$ cat config.mk
export PLATFORM = sky130hd
export DESIGN_NAME = mem_stream_reader
export DESIGN_NICKNAME = d
export VERILOG_FILES = /design/src/rtl/mem_stream_pkg.sv /design/src/rtl/mem_stream_reader_fifo.sv /design/src/rtl/mem_stream_reader.sv
export SDC_FILE = /design/constraint.sdc
export NUM_CORES = 2
export LEC_CHECK = 0
export BUFFER_PORTS_ARGS = -buffer_cell sky130_fd_sc_hd__buf_4
export CAP_MARGIN = 20
export CORE_AREA = 5 5 415 417
export CTS_BUF_LIST = sky130_fd_sc_hd__clkbuf_8
export DETAILED_ROUTE_END_ITERATION = 7
export DIE_AREA = 0 0 420 422
export GPL_TIMING_DRIVEN = 1
export PLACE_DENSITY_LB_ADDON = 0.3
export SKIP_CTS_REPAIR_TIMING = 1
export SLEW_MARGIN = 5
export SYNTH_ARGS = -nofsm -noshare
export SYNTH_HDL_FRONTEND = slang
export SYNTH_SLANG_ARGS = --single-unit
$ cat constraint.sdc
create_clock -name clk -period 24 [get_ports clk]
set_input_delay 2.4 -clock clk [delete_from_list [all_inputs] [get_ports clk]]
set_output_delay 2.4 -clock clk [all_outputs]
set_load 0.02 [all_outputs]
$ cat src/rtl/mem_stream_pkg.sv
// Shared types for the memory stream reader: FSM states and the FIFO entry layout.
package mem_stream_pkg;

  localparam int DEF_WIDTH_BYTES = 64;

  typedef enum logic [1:0] {
    IDLE  = 2'd0,
    RUN   = 2'd1,
    DRAIN = 2'd2
  } reader_state_t;

  typedef struct packed {
    logic                           last;
    logic [DEF_WIDTH_BYTES*8-1:0]   data;
  } stream_entry_t;

endpackage

$ cat src/rtl/mem_stream_reader_fifo.sv
// Small synchronous FIFO of stream entries; synchronous active-low reset flushes it.
module stream_fifo
  import mem_stream_pkg::*;
#(
  parameter int  DEPTH   = 4,
  parameter type entry_t = stream_entry_t,
  localparam int PW      = $clog2(DEPTH),
  localparam int CW      = $clog2(DEPTH + 1)
) (
  input  logic          clk,
  input  logic          reset,
  input  logic          push,
  input  entry_t        push_entry,
  input  logic          pop,
  output entry_t        head,
  output logic [CW-1:0] count,
  output logic          empty
);

  entry_t        mem [DEPTH];
  logic [PW-1:0] wr_ptr, rd_ptr;
  logic          do_pop;

  assign empty  = (count == '0);
  assign do_pop = pop && !empty;
  // Head reads as zero when empty so the stream outputs are clean after reset.
  assign head   = empty ? '0 : mem[rd_ptr];

  always_ff @(posedge clk) begin
    if (push) mem[wr_ptr] <= push_entry;
  end

  always_ff @(posedge clk) begin
    if (!reset) begin
      wr_ptr <= '0;
      rd_ptr <= '0;
      count  <= '0;
    end else begin
      if (push)   wr_ptr <= wr_ptr + 1'b1;
      if (do_pop) rd_ptr <= rd_ptr + 1'b1;
      if (push && !do_pop)      count <= count + CW'(1);
      else if (!push && do_pop) count <= count - CW'(1);
    end
  end

endmodule

$ cat src/rtl/mem_stream_reader.sv
// Read-side DMA: turns (addr, len) commands into one Memory read per cycle and
// streams the returned words out through a credit-protected FIFO.
module mem_stream_reader
  import mem_stream_pkg::*;
#(
  parameter int  MEM_WIDTH_BYTES = 64,
  parameter int  MEM_DEPTH       = 65536,
  parameter int  MAX_LEN         = 256,
  parameter int  FIFO_DEPTH      = 4,
  localparam int AW              = $clog2(MEM_DEPTH),
  localparam int LW              = $clog2(MAX_LEN + 1),
  localparam int DW              = MEM_WIDTH_BYTES * 8,
  localparam int CW              = $clog2(FIFO_DEPTH + 1)
) (
  input  logic          clk,
  input  logic          reset,
  input  logic          cmd_valid_in,
  output logic          cmd_ready_out,
  input  logic [AW-1:0] cmd_addr_in,
  input  logic [LW-1:0] cmd_len_in,
  output logic [AW-1:0] mem_read_addr_out,
  output logic          mem_read_out,
  input  logic [DW-1:0] mem_read_data_in,
  output logic          out_valid_out,
  input  logic          out_ready_in,
  output logic [DW-1:0] out_data_out,
  output logic          out_last_out,
  output logic          busy_out,
  input  logic          debugen_in
);

  typedef struct packed {
    logic          last;
    logic [DW-1:0] data;
  } entry_t;

  reader_state_t state, state_nxt;
  logic [AW-1:0] cur_addr;
  logic [LW-1:0] remaining;
  logic          inflight, last_d;
  logic          cmd_fire, cmd_start, issue, pop, fifo_empty;
  logic [CW-1:0] fifo_count;
  logic [CW:0]   credit;
  entry_t        head, push_entry;

  // Tracing is a simulation concern; the hook is accepted and left unconnected here.
  logic debugen_unused;
  assign debugen_unused = debugen_in;

  assign cmd_ready_out = (state == IDLE) && reset;
  assign cmd_fire      = cmd_valid_in && cmd_ready_out;
  assign cmd_start     = cmd_fire && (cmd_len_in != '0);

  // Words already owed to the FIFO: stored ones plus the read returning next cycle.
  assign credit = {1'b0, fifo_count} + {{CW{1'b0}}, inflight};
  assign issue  = (state == RUN) && (credit < (CW+1)'(FIFO_DEPTH));

  assign mem_read_out      = issue;
  assign mem_read_addr_out = cur_addr;
  assign busy_out          = (state != IDLE);

  assign out_valid_out = !fifo_empty;
  assign out_data_out  = head.data;
  assign out_last_out  = head.last;
  assign pop           = out_valid_out && out_ready_in;

  assign push_entry.last = last_d;
  assign push_entry.data = mem_read_data_in;

  always_ff @(posedge clk) begin
    if (!reset) state <= IDLE;
    else        state <= state_nxt;
  end

  always_comb begin
    state_nxt = state;
    case (state)
      IDLE:    if (cmd_start) state_nxt = RUN;
      RUN:     if (issue && remaining == LW'(1)) state_nxt = DRAIN;
      DRAIN:   if (!inflight && fifo_empty) state_nxt = IDLE;
      default: state_nxt = IDLE;
    endcase
  end

  always_ff @(posedge clk) begin
    if (!reset) begin
      cur_addr  <= '0;
      remaining <= '0;
      inflight  <= 1'b0;
      last_d    <= 1'b0;
    end else begin
      inflight <= issue;
      last_d   <= issue && (remaining == LW'(1));
      if (cmd_start) begin
        cur_addr  <= cmd_addr_in;
        remaining <= cmd_len_in;
      end else if (issue) begin
        cur_addr  <= (cur_addr == AW'(MEM_DEPTH - 1)) ? '0 : cur_addr + 1'b1;
        remaining <= remaining - LW'(1);
      end
    end
  end

  stream_fifo #(
    .DEPTH   (FIFO_DEPTH),
    .entry_t (entry_t)
  ) u_fifo (
    .clk        (clk),
    .reset      (reset),
    .push       (inflight),
    .push_entry (push_entry),
    .pop        (pop),
    .head       (head),
    .count      (fifo_count),
    .empty      (fifo_empty)
  );

endmodule
Word-level counts from Yosys, hierarchy flattened
Memory sizes are Yosys's and may differ from the RTL's. A register that Yosys moved wholly into a read port is not among the register bits.
Index checks and enable logic that the tools add are counted.
Widths: inputs -> output; s select.
{ "totals": {"regBits": 36, "ramBits": 2052, "inputBits": 542, "output_inout_bits": 533, "n_memories": 1} }
{ "op_classes": {"addsub": 7, "magnitude_cmp": 1, "eq_ne": 7, "muxes": 16, "n_reduce_logical": 20} }
{ "mem_list": {"columns": ["name", "words", "word_bits", "read_ports", "rd_ports_with_merged_regs", "write_ports", "line", "text"], "rows": [
  ["u_fifo.mem", 4, 513, 1, 1, 1, "mem_stream_reader_fifo.sv:20", "entry_t mem [DEPTH];"]
]} }
{ "ops": {"columns": ["operator", "n"], "rows": [
  ["$mux 513", 1],
  ["$mux 16", 3],
  ["$mux 9", 2],
  ["$add 16x1->16 const B", 1],
  ["$eq 16x16->1 const B", 1],
  ["$logic_and 1x1->1", 10],
  ["$mux 2", 5],
  ["$eq 9x1->1 const B", 1],
  ["$reduce_bool 9->1", 1],
  ["$sub 9x1->9 const B", 1],
  ["$mux 3", 2],
  ["$pmux 2 s3", 1],
  ["$reduce_bool 2->1", 3],
  ["$add 2x1->2 const B", 2],
  ["$add 3x1->4", 1],
  ["$lt 4x3->1 const B", 1],
  ["$ne 2x2->1 const B", 2],
  ["$add 3x1->3 const B", 1],
  ["$logic_not 1->1", 3],
  ["$logic_not 3->1", 1],
  ["$reduce_and 3->1", 1],
  ["$sub 3x1->3 const B", 1],
  ["$eq 2x1->1 const B", 1],
  ["$eq 2x2->1 const B", 1],
  ["3 further kinds", 4]
]} }

Longest topological paths before layout
{ "logic_depth": {"word_depth": 7, "ltp_mapped": 10} }

Hierarchy
Synthesis repeated with hierarchy kept, for this count alone.
{ "unflattened": {"hier_cells": 3492, "hier_area_um2": 79593.8} }
{ "by_module_without_submodules": {"columns": ["module", "n_inst", "cells_each", "area_each_um2", "seq_area_each_um2"], "rows": [
  ["stream_fifo", 1, 3290, 77938.5, 61799.3],
  ["mem_stream_reader", 1, 202, 1655.3, 580.6]
]} }

Worst setup path before layout
No wires, ideal clock.
{ "synth_timing": {"kind": "register to register", "from": "register u_fifo.wr_ptr[0]", "to": "memory u_fifo.mem[0][0] (netlist name) (enable)", "setup_ps": 942, "t_arrival_ps": 12097, "required_ps": 23058, "slack_ps": 10961, "path_stages_with_launch": 4, "path_buffers": 0, "synth_period_minus_slack_ps": 13039, "cell_sequence": "dfxtp_1 inv_1 ha_1 and2_1"} }
{ "synth_rtl": {"columns": ["element", "line", "text"], "rows": [
  ["start, declared", "mem_stream_reader_fifo.sv:21", "logic [PW-1:0] wr_ptr, rd_ptr;"],
  ["start signal, assigned", "mem_stream_reader_fifo.sv:39", "if (push) wr_ptr <= wr_ptr + 1'b1;"],
  ["end, declared", "mem_stream_reader_fifo.sv:20", null]
]} }
Straight into the memory's write port.

==> results.sh <==
export IMPL_globalRouteTotalUtil_pct=21.5
export IMPL_final_core_util_pct=56.9
export IMPL_pre_cts_ws_ns=16.29
export IMPL_dp_cells=6653
export IMPL_initial_core_util_pct=47.3
export IMPL_finalSetupViolCount=0
export IMPL_row_count=151
export IMPL_antenna_found_initial=63
export IMPL_seq_area_frac_synth_pct=78.4
export IMPL_synth_mux_area_share_pct=14.5
export IMPL_async_reset_ff_share_pct=0
export IMPL_timing_final_crit_share_pct=35.5
export IMPL_period_minus_slack_ns=8.53
export IMPL_drt_iter0_drc=2948
export IMPL_rsz0062_at_grt="false"
export IMPL_setup_ws_ns=15.47
export IMPL_drive_gt1_share_pct=41.0
export IMPL_die_y_microns=422
export IMPL_vias=39400
export IMPL_io_pins=1075
export IMPL_finalPower_mw=10.3
export IMPL_synth_edff_count=2052
export IMPL_hpwlAfterDp_microns=122000
export IMPL_drv_slew=0
export IMPL_syn_nets=4046
export IMPL_ant_nets=0
export IMPL_post_route_drc_count=0
export IMPL_critPathLaunchType="flop"
export IMPL_layout_common_cells="edfxtp_1 (2052), buf_4 (1118), and2_1 (515)"
export IMPL_nNetsFinal=5337
export IMPL_synth_compound_area_share_pct=0.517
export IMPL_dr_pass1_iters=7
export IMPL_io_buffers=1073
export IMPL_cap_violations=0
export IMPL_yosys_area_share_simple_pct=4.75
export IMPL_final_common_cell="edfxtp_1"
export IMPL_clockBufferDepth=4
export IMPL_worstPathRequired_ns=21.60
export IMPL_area_growth_pct=20.4
export IMPL_crit_chain="buf_4 -> buf_4 -> buf_4 -> buf_12 -> mux4_2 -> and2_1 -> buf_4"
export IMPL_cts_htree_levels=5
export IMPL_synthAdderAreaFrac_pct=0.151
export IMPL_grt_pass1_vias=41400
export IMPL_grt_pass1_wl_microns=280000
export IMPL_crit_path_max_fanout=98
export IMPL_powerDensity_mw_per_mm2=107
export IMPL_cts_buffers=349
export IMPL_tightest_slew_ns=1.09
export IMPL_finalHoldViolCount=0
export IMPL_cts_tree="built"
export IMPL_routabilityCongestion=0.816
export IMPL_wirelength_microns=193000
export IMPL_arrival_ns=6.13
export IMPL_hold_class="flop to flop"
export IMPL_wl_per_cell_microns=26.4
export IMPL_run_status="finished clean"
export IMPL_endpoint_kind="output pin"
export IMPL_avgSynthCellArea_sq_um=22.8
export IMPL_clock_skew_ns=0.0639
export IMPL_yosysWarningCount=0
export IMPL_synth_top_family_by_area="multiplexers"
export IMPL_synthXorXnorAreaFrac_pct=0.176
export IMPL_max_stage_delay_ns=0.95
export IMPL_syn_inst=3495
export IMPL_critPathKind="flop to output pin"
export IMPL_synth_top_area_cell="edfxtp_1"
export IMPL_cpMaxStageDelayCell="dfxtp_4"
export IMPL_clkLatencyLatePin_ns=1.03
export IMPL_cts_sinks=2090
export IMPL_peakVddDrop_v=0.0000843
export IMPL_ys_types=54
export IMPL_clock_fmax_ghz=0.117
export IMPL_core_sq_mm=0.168
export IMPL_leakagePower_nw=32.5
export IMPL_fin_setup_tns_ns=0
export IMPL_maxSlewHeadroom_pct=27.6
export IMPL_synth_ff_type="edfxtp_1"
export IMPL_clkTransAtPathRegs_ns=0.06
export IMPL_instances_no_fill=7292
export IMPL_die_width_microns=420
export IMPL_die_area_sq_mm=0.177
export IMPL_clockRootBuffer="clkbuf_8"
export IMPL_drt_vias_per_instance=5.40
export IMPL_ys_seq_elements=2090
export IMPL_synth_area_leaders="edfxtp_1 (77%), mux4_2 (15%), and2_1 (4.1%)"
export IMPL_syn_area_sq_mm=0.0796
export IMPL_synth_top_area_share_pct=77.4
export IMPL_grt_overflow=0
export IMPL_path_common_cell="buf_4"
export IMPL_grt_max_degree=147
state kept, by name, summed over array words and instances (netlist names), named ones only:
signal             count
u_fifo.mem          2052
state                  2
u_fifo.wr_ptr          2
mem_read_addr_out     16
remaining              9
u_fifo.rd_ptr          2
u_fifo.count           3
last_d                 1
inflight               1
synthesized netlist by cell type (11+ instances only):
cell,count
buf_4,21
xor2_1,11
buf_2,57
edfxtp_1,2052
a21oi_1,16
mux4_2,513
nor2_1,25
nand2_1,21
and2_1,519
clkbuf_1,61
buf_6,40
o21ai_0,13
nand3_1,11
dfxtp_1,38
layout make-up:
type                       count  area (sq um)
antenna                       51           128
clock buffer                 353          4860
clock inverter               235          1090
fill                       12600         72500
inverter                       8          32.5
multi-input combinational   1213         16000
sequential                  2090         62400
tap                         2218          2780
timing repair buffer        1124          8510
per-stage QoR:
stage               area, sq um  hold slack (ns)
floorplan                 79600            0.438
global placement          89700            0.461
detailed placement        89700            0.471
CTS                       95700            0.481
global route              95800            0.513
finish                    95800            0.480
report_power, final:
group | total, mW | switching (mW) | internal (mW)
Sequential | 4.22 | 0.0624 | 4.16
Clock | 2.74 | 1.34 | 1.40
Combinational | 3.32 | 1.88 | 1.44
critical path: cells and delay by family (launching register included):
family | cells | cell delay (ns)
buf+inv | 5 | 2.96
flops | 1 | 0.95
mux | 1 | 0.65
simple gates | 1 | 0.19
logic make-up (layout without fill, tap and decap cells):
logic type      after synthesis  after routing
flops                      2090           2090
simple gates                613            613
mux                         515            515
buf+inv                     192           1720
compound gates               60             60
xor+xnor                     16             16
fa+ha+maj                     9              9
other cells                   0             51
final timing paths:
kind,from,to,slack (ns),cells past startpoint
worst max register to register,inflight,u_fifo.mem[1][248],18.79,5
worst max-delay path,flop,out_data_out[238],15.47,7
worst min register to register,last_d,u_fifo.mem[2][512],0.48,0
worst min-delay path,last_d,u_fifo.mem[2][512],0.48,0
layer usage:
| layer | vias to the layer above | part of all wire [%] | global-route usage [%] |
|---|---|---|---|
| met3 | 363 | 8.2 | 7.48 |
| met5 | - | 0.082 | 0 |
| li1 | 17000 | - | - |
| met2 | 1380 | 51 | 35.1 |
| met4 | 22 | 4.2 | 10.4 |
| met1 | 20600 | 36 | 25.6 |
No activity file was read; power rests on OpenSTA's default activity.
